===== config.mk =====
export PLATFORM = sky130hd
export DESIGN_NAME = digits_to_value
export DESIGN_NICKNAME = d
export VERILOG_FILES = /design/src/rtl/digits_to_value.sv
export SDC_FILE = /design/constraint.sdc
export NUM_CORES = 1
export LEC_CHECK = 0
export BUFFER_PORTS_ARGS = -buffer_cell sky130_fd_sc_hd__buf_2
export CORE_UTILIZATION = 53
export DETAILED_ROUTE_END_ITERATION = 10
export PLACE_DENSITY = 0.87
export SYNTH_ARGS = -nofsm -noshare
export SYNTH_HDL_FRONTEND = slang
export SYNTH_SLANG_ARGS = --single-unit

===== constraint.sdc =====
create_clock -name clk -period 4.1 [get_ports clk]
set_clock_uncertainty 0.2 [all_clocks]
set_input_delay 0.615 -clock clk [delete_from_list [all_inputs] [get_ports clk]]
set_output_delay 0.615 -clock clk [all_outputs]
set_load 0.05 [all_outputs]

===== src/rtl/digits_to_value.sv =====
// digits_to_value: collects NDIG octal digits (MSD first) over a valid/ready
// handshake and reassembles them into a VW-bit binary value.
module digits_to_value #(
    parameter int NDIG = 2,
    parameter int VW   = 3 * NDIG
) (
    input  logic          clk,
    input  logic          rst_n,
    input  logic          newframe,
    input  logic [3:0]    digit_in,
    input  logic          digit_valid,
    output logic          digit_ready,
    output logic [VW-1:0] value_out,
    output logic          value_valid,
    output logic          err
);
    typedef enum logic [1:0] {IDLE, COLLECT, OUT, ERR} state_t;
    localparam int CW = NDIG > 1 ? $clog2(NDIG) : 1;

    state_t        state_q, state_d;
    logic [CW-1:0] cnt_q, cnt_d;
    logic [VW-1:0] acc_q, acc_d, acc_nx, val_q, val_d;
    logic          err_q, err_d, rdy_q, rdy_d, vv_q, vv_d;
    logic          take;

    always_comb begin
        // newframe outranks a same-cycle handshake, so the digit is dropped
        take    = digit_valid && rdy_q && !newframe;
        acc_nx  = (acc_q << 3) | VW'(digit_in[2:0]);
        state_d = state_q;
        cnt_d   = cnt_q;
        acc_d   = acc_q;
        val_d   = val_q;
        err_d   = err_q;
        if (newframe) begin
            state_d = COLLECT;
            cnt_d   = '0;
            acc_d   = '0;
            err_d   = 1'b0;
        end else begin
            case (state_q)
                COLLECT: if (take) begin
                    if (digit_in[3]) begin
                        state_d = ERR;
                        err_d   = 1'b1;
                        cnt_d   = '0;
                        acc_d   = '0;
                    end else if (cnt_q == CW'(NDIG - 1)) begin
                        state_d = OUT;
                        val_d   = acc_nx;
                        cnt_d   = '0;
                        acc_d   = '0;
                    end else begin
                        cnt_d = cnt_q + CW'(1);
                        acc_d = acc_nx;
                    end
                end
                OUT:     state_d = IDLE;
                default: state_d = state_q;
            endcase
        end
        rdy_d = state_d == COLLECT;
        vv_d  = state_d == OUT;
    end

    always_ff @(posedge clk or negedge rst_n) begin
        if (!rst_n) begin
            state_q <= IDLE;
            cnt_q   <= '0;
            acc_q   <= '0;
            val_q   <= '0;
            err_q   <= 1'b0;
            rdy_q   <= 1'b0;
            vv_q    <= 1'b0;
        end else begin
            state_q <= state_d;
            cnt_q   <= cnt_d;
            acc_q   <= acc_d;
            val_q   <= val_d;
            err_q   <= err_d;
            rdy_q   <= rdy_d;
            vv_q    <= vv_d;
        end
    end

    assign digit_ready = rdy_q;
    assign value_out   = val_q;
    assign value_valid = vv_q;
    assign err         = err_q;
endmodule

# --- Word level (Yosys, flattened, before mapping) ---
# Index checks and enable logic that the tools add are counted.
classes:
  n_mux: 19
  n_reduce_logical: 9
  n_addsub: 1
  eq_ne: 4
  n_bitwise: 3
ops:
  columns: ["operator", "count"]
  rows:
  - ["$mux W3", 5]
  - ["$mux W1", 9]
  - ["$mux W2", 4]
  - ["$or A6 B3 Y6", 1]
  - ["$reduce_bool A2 Y1", 3]
  - ["$reduce_and A5 Y1", 1]
  - ["$eq A2 B1 Y1 const B", 2]
  - ["$eq A2 B2 Y1 const B", 2]
  - ["$pmux W2 S2", 1]
  - ["$reduce_and A3 Y1", 1]
  - ["$logic_and A1 B1 Y1", 2]
  - ["$not A1 Y1", 2]
  - ["$reduce_and A2 Y1", 1]
  - ["$add A1 B1 Y1 const B", 1]
  - ["$logic_not A1 Y1", 1]
totals:
  regBits: 15
  output_inout_bits: 9

# --- Longest topological paths before layout ---
depth:
  ltp_word: 6
  ltp_mapped: 6

# --- Least setup slack after synthesis ---
# No wires, ideal clock.
synth_timing:
  path_kind: "reg2reg"
  startpoint: "register state_q[0]"
  endpoint: "register state_q[0]"
  arrival_time_ns: 1.452
  setup_slack_ns: 2.322
  path_buffers: 0
  stages_incl_launch_ff: 5
  period_less_slack_ns: 1.778
  setup_time_ns: 0.126
  path_cell_list: "dfrtp_1 > ha_1 > and4bb_2 > a21oi_1 > a311o_1"
synth_between:
  elab_chain_len: 5
  word_cells_on_any_way: 7
synth_rtl:
  columns: ["element", "line_no", "source"]
  rows:
  - ["start: declaration", "20", "state_t state_q, state_d;"]
  - ["start signal: assignment", "76", "state_q <= state_d;"]
  - ["$mux W2", "48", "end else if (cnt_q == CW'(NDIG - 1)) begin"]
  - ["$mux W2", "43", "if (digit_in[3]) begin"]
  - ["$mux W2", "42", "COLLECT: if (take) begin"]
  - ["$pmux W2 S2 (*)", "41", "case (state_q)"]
  - ["$mux W2 (*)", "35", "if (newframe) begin"]
  - ["named net state_d[0]", "20", null]
# The timed path passes the listed nets; every way through them passes the cells marked *.
# A chain may end at the register's enable or synchronous reset.

# --- Final worst setup path ---
# Ends and elaborated chain as after synthesis.

==> impl_results.md <==
- Outcome: finished clean
- Worst-Skew Late Latency: between 0.2 and 0.3 ns
- Vias in the first global route: 436
- Syn-to-layout area delta: 15.5%
- Syn Nets: 65
- Final setup TNS: 0 ns
- Die area: between 0.001 and 0.0015 mm2
- GP Congestion: just over 0.8
- Max Fclk: around 0.53 GHz
- CTS tree: yes
- Drt drc: 0
- Sequential share of the synthesized area: 0.541
- Worst r2r dst: state_q[0]
- Global-route wire length before repair: 2060 um
- DRT Pass-1 Iters: 4
- Fin. Hold Viols: 0
- VDD IR max: about 0.37 mV
- Pins Over Slew Limit: 0
- Clk network pwr share: 0.167
- Filler instances: approximately 90
- Final #Nets: 84
- Share of cells above drive strength 1: 0.432
- Met2 usage: 0.314
- Initial Util: 0.601
- Antenna diodes: 0
- Yosys warns: 0
- Syn_area_per_cell: ~12 um2
- Wire per inst: 14.4 um
- Vias/cell: approximately 5.6
- Die H: between 30 and 40 um
- Worst Path Arrival: about 1.9 ns
- Post-synthesis mux area share: 0.130
- Row count: 12
- Post-synthesis cell area: 694 um2
- Share of power burned in registers: 0.403
- Post-Synth XOR/XNOR Area: 0
- Reg2reg path depth: 4
- Setup WS pre-CTS: 2.21 ns
- Leading cell types by total area after synthesis: dfrtp_1 54%, mux2_4 13%, a21oi_1 5.0%, nand3_1 2.9%, nand2_1 2.7%
- H-Tree Level Count: 1
- Met3 usage: 0.0523
- Core area: about 0.0012 mm2
- NetSw: just over 0.0002 W
- Pwr/cell area: between 600 and 700 mW/mm2
- Clock slew at reported path FFs: roughly 0.08 ns
- Post-Synthesis Cells: 56
- Post-CTS Hold Fix Bufs: 0
- Most used DFF post-synth: dfrtp_1
- Hold crit path type: in2async
- Total Routing Usage GR: 0.224
- Slew margin rel.: 0.778
- Synth cell types: 20
- Sw frac: 0.413
- CTS-repair resized insts: 0
- Clk sinks: 15
- R2R setup slack: between 2 and 2.5 ns
- Bufs on Longest Clock Path: 2
- Dominant cell by count in the synthesized netlist: dfrtp_1
- Measured slew at the worst slew-check pin: approximately 0.33 ns
- GRT busiest layer: met2
- Asr flop ratio synth: 1.00
- Kind of critical path: reg2reg
- Pin count of the biggest net entering global routing: 16
- Max Cap Viol: 0
- Simple-Gate Fraction of Synth Area: 0.155
- Crit path time final: approximately 1.9 ns
- Final period utilization: 0.461
- Pleak: ~0.4 nW
- Commonest cells in the netlist: 15 x dfrtp_1, 7 x a21oi_1, 6 x mux2_4, 5 x nand2_1
- Final setup violation count: 0
- Post-DRT Antenna Nets: 0
- EDFF count, synth: 0
- Area share of fa/ha/maj cells after synthesis: 0.0180
- DR iter-0 viols: 9
- Pint: approximately 0.00029 W
- Critical Path RT: 4.07 ns
- Num CTS Buffers: 3
- HPWL Detailed: around 950 um
- Setup crit start kind: register
- Yosys top cell area share: 0.541
- Die Wd: about 38 um
- Vias: 490
- Synth Area in Compound Gates: 0.128
- Combinational fraction of design power: 0.430
- Largest family of logic cells by synthesized area: simple AND/OR/NAND/NOR gates
- Met1 usage in global routing: 0.302
- CP Max Fanout: 5
- RSZ-0062 raised after global routing: no
- Postcts setup bufs: 0
- Cell taking the most area after synthesis: dfrtp_1
- Initial antenna violation count: 0
- Setup ws final: about 2.2 ns
- Congestion Overflow GR: 0
- Clock Root Buffer: clkbuf_4
- Final WL: around 1300 um
- #FFs+latches synth: 15
- IO Count: 17
- # port buffers: 16
- Setup crit end kind: register
- RR Startpoint: state_q[0]
[placed cells by master, fill, tap and decap left out, drive strengths merged]
| master | count |
|---|---|
| ha | 1 |
| and4bb | 1 |
| inv | 1 |
| nand2 | 5 |
| nand3 | 5 |
| a2111oi | 1 |
| nor2 | 4 |
| clkbuf | 4 |
| a2bb2oi | 1 |
| nor3 | 1 |
| and3 | 1 |
| o21ai | 1 |
| a21oi | 7 |
| buf | 16 |
| a31o | 1 |
| a311o | 1 |
| or2 | 2 |
| dfrtp | 15 |
| mux2 | 6 |
[cell type report]
cell class | instances | area [um2] | share of cell area
clock buffers | 4 | 26.3 | 0.0328
inverters | 1 | 3.75 | 0.00468
multi-input cells | 38 | 299 | 0.373
flip-flops and latches | 15 | 375 | 0.468
well taps | 14 | 17.5 | 0.0218
repair buffers | 16 | 80.1 | 0.0998
[worst max-delay path, stage by stage, from the launching register on]
cell	delay (ns)
dfrtp_1	0.44
ha_1	0.35
and4bb_2	0.39
a21oi_1	0.08
a311o_1	0.33
[metal layers]
metal | share of wire | vias to the layer above
li1 | - | 240
met1 | 0.47 | 231
met2 | 0.46 | 17
met3 | 0.061 | 2
met4 | 0.0087 | 0
met5 | 0 | -
[registers in the layout, summed over array words and instances, names as in the netlist]
signal and cells:
value_valid 1, state_q 2, err 1, cnt_q 1, digit_ready 1, acc_q 3
value_out 6
[power groups by stage]
stage          registers, W  clock network [W]  logic (W)
4_1_cts            0.000201          0.0000855   0.000215
2_1_floorplan      0.000260                  0   0.000118
5_1_grt            0.000205          0.0000929   0.000232
6_report           0.000201          0.0000835   0.000214
3_3_place_gp       0.000201                  0   0.000211
3_5_place_dp       0.000204                  0   0.000214
[stage by stage]
stage,cells,power [W],area (um2),hold slack (ns),util
after floorplan,56,0.000378,694,0.119,-
after global placement,84,0.000412,776,0.281,0.671
after detailed placement,84,0.000418,776,0.293,0.671
after CTS,88,0.000501,802,0.0186,0.694
after global routing,88,0.000530,802,0.0287,0.694
final,88,0.000499,802,0.0168,0.694
[kinds of logic (layout without fill, tap and decap cells)]
group / count (synthesis) / in the layout
buffers and inverters: 3 / 21
DFF: 15 / 15
muxes: 6 / 6
and+or+nand+nor: 19 / 19
adders and majority gates: 1 / 1
AOI/OAI and AO/OA: 12 / 12
[worst max-delay path by stage]
stage	from	end	slack (ns)	depth (start not counted)
2_1_floorplan	state_q[0]	state_q[0]	2.32	4
3_3_place_gp	newframe	value_valid	2.22	4
3_5_place_dp	newframe	state_q[0]	2.21	4
4_1_cts	state_q[0]	state_q[0]	2.22	4
5_1_grt	state_q[0]	value_valid	2.08	4
6_report	state_q[0]	state_q[0]	2.21	4
No activity file was read; power rests on OpenSTA's default activity.
